File: config.mk
export PLATFORM = sky130hd
export DESIGN_NAME = dds_profile_sequencer
export DESIGN_NICKNAME = d
export VERILOG_FILES = /design/src/rtl/dds_profile_sequencer.sv
export SDC_FILE = /design/constraint.sdc
export NUM_CORES = 1
export LEC_CHECK = 0
export CAP_MARGIN = 20
export CORE_MARGIN = 5
export CORE_UTILIZATION = 40
export CTS_BUF_LIST = sky130_fd_sc_hd__clkbuf_2
export DETAILED_ROUTE_END_ITERATION = 8
export GPL_ROUTABILITY_DRIVEN = 0
export GPL_TIMING_DRIVEN = 0
export HOLD_SLACK_MARGIN = 0.05
export PLACE_DENSITY = 0.59
export SYNTH_ARGS = -nofsm -noshare
export SYNTH_HDL_FRONTEND = slang
export SYNTH_SLANG_ARGS = --single-unit
File: constraint.sdc
create_clock -name clk -period 4 [get_ports clk]
set_input_delay 0.8 -clock clk [delete_from_list [all_inputs] [get_ports clk]]
set_output_delay 0.8 -clock clk [all_outputs]
set_load 0.1 [all_outputs]
File: src/rtl/dds_profile_sequencer.sv
// Steps a programmable profile table into the DDS wave controller's frequency, phase and waveform inputs.
// Optional macro DDS_PROFILE_RAMP_EN: adds ramp_step and slews fre_x toward each profile's frequency.
module dds_profile_sequencer #(
  parameter int  FRE_WIDTH   = 10,
  parameter int  PHA_WIDTH   = 8,
  parameter int  DEPTH_LOG2  = 3,
  parameter int  DWELL_WIDTH = 16,
  localparam int PROF_W      = 4 + FRE_WIDTH + 2*PHA_WIDTH + DWELL_WIDTH
) (
  input  logic                  clk,
  input  logic                  rst,
  input  logic                  cfg_we,
  input  logic [DEPTH_LOG2-1:0] cfg_addr,
  input  logic [PROF_W-1:0]     cfg_wdata,
  input  logic                  start,
  input  logic                  stop,
  input  logic                  loop_en,
  input  logic [DEPTH_LOG2-1:0] last_idx,
`ifdef DDS_PROFILE_RAMP_EN
  input  logic [FRE_WIDTH-1:0]  ramp_step,
`endif
  output logic [FRE_WIDTH-1:0]  fre_x,
  output logic [PHA_WIDTH-1:0]  pha_x,
  output logic [PHA_WIDTH-1:0]  pha_y,
  output logic [3:0]            wave_sel,
  output logic                  upd,
  output logic [DEPTH_LOG2-1:0] prof_idx,
  output logic                  busy,
  output logic                  done
);

  localparam int                     DEPTH     = 1 << DEPTH_LOG2;
  localparam logic [DWELL_WIDTH-1:0] DWELL_ONE = DWELL_WIDTH'(1);
  localparam logic [DEPTH_LOG2-1:0]  IDX_ONE   = DEPTH_LOG2'(1);

  typedef struct packed {
    logic [3:0]             wave_sel;
    logic [FRE_WIDTH-1:0]   fre;
    logic [PHA_WIDTH-1:0]   pha_x;
    logic [PHA_WIDTH-1:0]   pha_y;
    logic [DWELL_WIDTH-1:0] dwell;
  } prof_t;

  typedef enum logic [1:0] {IDLE, LOAD, RUN} state_t;

  state_t                 state_q, state_d;
  prof_t                  table_q [DEPTH];
  prof_t                  cur;
  logic [DEPTH_LOG2-1:0]  idx_q, last_q;
  logic                   loop_q;
  logic [DWELL_WIDTH-1:0] cnt_q;
  logic                   accept, load_fire, dwell_end, more, seq_fin;

  assign cur = table_q[idx_q];

  always_ff @(posedge clk) begin
    if (rst) state_q <= IDLE;
    else     state_q <= state_d;
  end

  always_comb begin
    state_d = state_q;
    case (state_q)
      IDLE: if (start && !stop) state_d = LOAD;
      LOAD: state_d = stop ? IDLE : RUN;
      RUN: begin
        if (stop)                    state_d = IDLE;
        else if (cnt_q == DWELL_ONE) state_d = ((idx_q < last_q) || loop_q) ? LOAD : IDLE;
      end
      default: state_d = IDLE;
    endcase
  end

  always_comb begin
    busy      = (state_q != IDLE);
    accept    = (state_q == IDLE) && start && !stop;
    load_fire = (state_q == LOAD) && !stop;
    dwell_end = (state_q == RUN) && !stop && (cnt_q == DWELL_ONE);
    more      = (idx_q < last_q) || loop_q;
    seq_fin   = dwell_end && !more;
  end

  // A LOAD reads the array before a same-edge write lands, so it sees the old entry.
  always_ff @(posedge clk) begin
    if (rst) begin
      for (int i = 0; i < DEPTH; i++) table_q[i] <= '0;
    end else if (cfg_we) begin
      table_q[cfg_addr] <= prof_t'(cfg_wdata);
    end
  end

  always_ff @(posedge clk) begin
    if (rst) begin
      idx_q  <= '0;
      last_q <= '0;
      loop_q <= 1'b0;
    end else if (accept) begin
      idx_q  <= '0;
      last_q <= last_idx;
      loop_q <= loop_en;
    end else if (dwell_end && more) begin
      idx_q  <= (idx_q < last_q) ? idx_q + IDX_ONE : '0;
    end
  end

  always_ff @(posedge clk) begin
    if (rst) begin
      pha_x    <= '0;
      pha_y    <= '0;
      wave_sel <= 4'b0001;
      prof_idx <= '0;
      cnt_q    <= '0;
      upd      <= 1'b0;
      done     <= 1'b0;
    end else begin
      upd  <= load_fire;
      done <= seq_fin;
      if (load_fire) begin
        pha_x    <= cur.pha_x;
        pha_y    <= cur.pha_y;
        wave_sel <= cur.wave_sel;
        prof_idx <= idx_q;
        cnt_q    <= (cur.dwell == '0) ? DWELL_ONE : cur.dwell;
      end else if (state_q == RUN && cnt_q != '0) begin
        cnt_q    <= cnt_q - DWELL_ONE;
      end
    end
  end

`ifdef DDS_PROFILE_RAMP_EN
  logic [FRE_WIDTH-1:0] tgt_q, fre_next;

  // Saturating step toward the target; the distance test keeps the arithmetic free of wrap.
  always_comb begin
    fre_next = tgt_q;
    if (ramp_step != '0) begin
      if (fre_x < tgt_q) begin
        if ((tgt_q - fre_x) > ramp_step) fre_next = fre_x + ramp_step;
      end else if ((fre_x - tgt_q) > ramp_step) begin
        fre_next = fre_x - ramp_step;
      end
    end
  end

  always_ff @(posedge clk) begin
    if (rst) begin
      fre_x <= '0;
      tgt_q <= '0;
    end else if (load_fire) begin
      tgt_q <= cur.fre;
      if (ramp_step == '0) fre_x <= cur.fre;
    end else if (state_q == RUN && !stop) begin
      fre_x <= fre_next;
    end
  end
`else
  always_ff @(posedge clk) begin
    if (rst)            fre_x <= '0;
    else if (load_fire) fre_x <= cur.fre;
  end
`endif

endmodule
# Word level (Yosys, flattened, before mapping)
# Memories as Yosys holds them, arrays and structs flattened. A register that Yosys moved wholly into a read port is not among the register bits.
# Cells that the tools add are included.
# totals
reg_bits,60
out_inout_bits,36
mem_bits_ro,0
in_bits,58
memories,1
latchBits,0
mem_bits_rw,368
# memory_table
memory,depth,word_bits,read_ports,rd_ports_with_merged_regs,wr,line_no,source
table_q,8,46,1,1,8,47,prof_t table_q [DEPTH];
# op_classes
n_div,0
n_reduce_logical,20
bitwise,0
addsub,2
magnitude_cmp,1
muxes,20
mul,0
n_shift,0
n_eq_ne,5
# ops
cell,n
2-to-1 mux 16 bit,3
2-to-1 mux 46 bit,1
OR reduction 46 bit,1
equality test 16 x 1 -> 1 bit (second input constant),1
logical NOT 16 bit,1
nonzero test 16 bit,1
subtractor 16 x 1 -> 16 bit (second input constant),1
2-to-1 mux 3 bit,4
logical AND 1 bit,9
2-to-1 mux 2 bit,4
2-to-1 mux 1 bit,7
case mux 2 bit (3 select lines),1
nonzero test 2 bit,2
adder 3 x 1 -> 3 bit (second input constant),1
< comparator 3 bit,1
!= test 3 x 2 -> 1 bit (second input constant),1
equality test 2 x 1 -> 1 bit (second input constant),1
equality test 2 bit (second input constant),1
logical NOT 1 bit,2
logical NOT 2 bit,1
!= test 2 bit (second input constant),1
AND reduction 2 bit,1
OR reduction 2 bit,1
logical OR 1 bit,1

# Depth between registers and ports, before layout
# logic_depth
ltp_word,6
depth_mapped,9

# Worst setup path after synthesis
# Ideal clock, no wire load.
# synth_timing
path_type,input to register
from,input cfg_addr[0]
to,"memory table_q[0][0] (netlist bit), enable pin"
t_required_ns,3.594
stages,4
path_buffers,1
path_slack_ns,0.874
arrival_time_ns,2.720
path_cell_list,or3b_1 > nor3_1 > clkbuf_1 > or2_1
# synth_rtl
item,line_no,source
from (decl),13,"input logic [DEPTH_LOG2-1:0] cfg_addr,"
to (decl),47,

# Worst setup path in the final report
# layout_timing
from,register state_q[1]
to,output busy
# layout_via
elab_chain_cells,1
# layout_rtl
item,line_no,source
from (decl),46,"state_t state_q, state_d;"
from (signal assigned),58,else state_q <= state_d;
nonzero test 2 bit,75,busy = (state_q != IDLE);
to (decl),28,"output logic busy,"
# Every way passes these cells.

==> impl_metrics.py <==
metrics = {
    "sta": {
        "fin_crit_ns": 3.54,
        "max-slew-margin-rel_pct": 31.7,
        "tightest_slew_ns": 1.02,
        "hold_viol_final": 0,
        "whs_ns": 0.372,
        "final-setup-viol-count": 0,
        "fin_crit_sh_pct": 88.5,
        "rsz0062_at_grt": "false",
        "clock_skew_ns": 0.0787,
        "drv_slew": 0,
        "max_freq_mhz": 282,
    },
    "floorplanning": {
        "fp.coreArea_um2": 46700,
        "chipHeight_um": 227,
        "start_util_pct": 40.5,
        "design.portCount": 94,
        "die_area_um2": 51700,
        "die_w_um": 227,
        "num_rows": 79,
    },
    "cts": {
        "numCtsBuffers": 112,
        "clk_path_buf_depth": 3,
        "h-tree-depth": 3,
        "ctsHoldBuffers": 0,
        "cts_sinks": 431,
        "root_buffer": "clkbuf_2",
        "postCtsSetupBuffers": 0,
        "cts_tree": "done",
        "post_cts_resized": 0,
        "clk_pin_slew_worst_paths_ns": 0.10,
        "insertion_delay_ns": 1.08,
    },
    "critical_path": {
        "worstPathCellList": "or2_1 -> clkdlybuf4s50_1",
        "cpPeakStageDelay_ns": 1.13,
        "arrival_ns": 2.74,
        "crit_type": "register to output port",
        "end_kind": "output port",
        "worstPathMaxFanout": 5,
        "cp.required_ns": 3.20,
        "cp_slowest_cell": "clkdlybuf4s50_1",
        "worstSetupStartpointType": "register",
    },
    "grt": {
        "grt_max_degree": 47,
        "grt_pass1_wl_um": 74100,
        "grt_overflow": 0,
        "track_usage_pct": 19.4,
        "grt_pass1_vias": 11900,
        "antenna_found_initial": 2,
    },
    "synthesis": {
        "syn_inst": 1298,
        "syn_area_um2": 18900,
        "yosys_warnings": 0,
        "syn_nets": 1361,
        "synth_area_leaders": "edfxtp_1 (58%), and2_1 (12%), mux4_2 (9.0%), dfxtp_1 (6.7%), mux2i_1 (3.4%)",
        "synth_top_area_share_pct": 58.4,
        "synth_seq_cells": 431,
        "seq_area_frac_synth_pct": 65.1,
        "synth_ff_type": "edfxtp_1",
        "synth.avg_cell_area_um2": 14.6,
        "synth_edf_count": 368,
        "yosysTopAreaCell": "edfxtp_1",
        "async_reset_ff_share_pct": 0,
        "synth_cell_type_count": 51,
    },
    "place": {
        "portBuffers": 93,
        "post_dp_cell_area_um2": 20600,
        "dp_hpwl_um": 30200,
    },
    "run_status": {
        "run_status": "finished, final reports clean",
    },
    "pwr": {
        "peakVddDrop_mv": 0.170,
        "p_leak_nw": 7.49,
        "power_density_nw_per_um2": 416,
        "fin_total_pwr_mw": 9.04,
    },
    "routing": {
        "avgRoutedWirePerCell_um": 22.8,
        "wl_um": 50300,
        "vias_per_cell": 5.28,
        "antenna_left": 0,
        "vias": 11700,
        "first_pass_iters": 5,
        "drt-initial-drc-count": 1096,
        "drc": 0,
    },
    "cells_and_area": {
        "final_area_um2": 21700,
        "drive_gt1_share_pct": 18.5,
        "nets": 1568,
        "final_cell_mix": "and2_1 (370), edfxtp_1 (368), clkbuf_2 (186)",
        "n_fill_cell": 4220,
        "areaGrowthSynthToFinish_pct": 14.8,
        "final_common_cell": "and2_1",
    },
    "job": {
        "drv_cap": 0,
    },
    "min_path": {
        "hold_path_class": "input pin to register",
    },
}
==> kinds of logic (layout without fill, tap and decap cells) <==
group	Yosys count	after routing	synth area share, %
adder cells (fa/ha/maj)	5	5	0.331
XOR/XNOR	8	8	0.370
buffers and inverters	95	398	2.11
AND/OR/NAND/NOR	510	510	15.9
AO/OA/AOI/OAI	109	109	3.77
multiplexers	140	140	12.4
other	0	1	0
flip-flops	431	431	65.1
==> worst max-delay path, delay by kind of cell (launching register included) <==
family / cells / cell delay [ns]
flops: 1 / 0.40
simple gates: 1 / 0.14
buf+inv: 1 / 1.13
==> registers in the layout, summed over array words and instances, names as in the netlist, named ones only <==
signal / flops
table_q: 368
cnt_q: 16
fre_x: 10
pha_x: 8
pha_y: 8
wave_sel: 4
idx_q: 3
last_q: 3
prof_idx: 3
state_q: 2
done: 1
loop_q: 1
upd: 1
==> per-stage QoR <==
step                setup TNS, ns  instances  utilization [%]  setup slack, ns
floorplan                       0       1298                -            0.874
global placement          -423.44       1998             44.2            -1.51
detailed placement          -8.33       1998             44.2           -0.185
CTS                             0       2208             46.5            0.339
global route                    0       2209             46.5            0.341
finish                          0       2209             46.5            0.460
==> worst paths after layout <==
kind,depth (start not counted),slack (ns),to,startpoint
worst max-delay path,2,0.46,busy,state_q[1]$_SDFFE_PP0P_
worst max register to register,9,0.84,cnt_q[0]$_SDFFE_PP0P_,register
worst min-delay path,3,0.37,last_q[2]$_SDFFE_PP0P_,last_idx[2]
worst min register to register,2,0.47,prof_idx[1]$_SDFFE_PP0P_,prof_idx[1]$_SDFFE_PP0P_
==> where the power goes <==
group          switching, mW  internal, mW
Clock                   1.84          1.34
Combinational          0.427         0.228
Sequential            0.0750          5.13
==> metal layers <==
layer  vias to the layer above  track usage [%]  share of wire, %
li1                       5270                -                 -
met1                      5931             26.3                44
met2                       399             31.9                49
met3                        66             3.87               5.7
met4                         2             5.96               1.6
met5                         -                0             0.026
==> synth_stat cells (2+ instances only) <==
cell type and number:
ha_1 5, mux4_2 76, xor2_1 3, nand2b_1 7
xnor2_1 5, a211oi_1 34, or3_1 2, nor3b_1 3
a31oi_1 3, o21a_1 2, a21o_1 4, nor2b_1 4
and3_1 5, o31ai_1 2, o22ai_1 16, nand3b_1 2
nor4_1 3, a211o_1 3, dfxtp_1 63, nand4_1 8
and2_1 370, nor2_1 60, buf_1 6, nand2_1 14
o21ai_1 2, nor3_1 10, clkbuf_1 66, mux2i_1 64
or2_1 12, a21oi_1 34, buf_2 15, inv_1 5
edfxtp_1 368, or4_1 2, nand3_1 4
==> area by class of cell <==
type,count,area [µm²],share of cell area (%)
antenna,1,2.50,0.0115
timing repair buffer,93,931,4.29
multi-input combinational,772,6220,28.7
inverter,6,22.5,0.104
clock inverter,24,153,0.703
tap,607,759,3.50
buffer,89,377,1.73
clock buffer,186,931,4.29
sequential,431,12300,56.7
(Power assumes the default switching activity.)
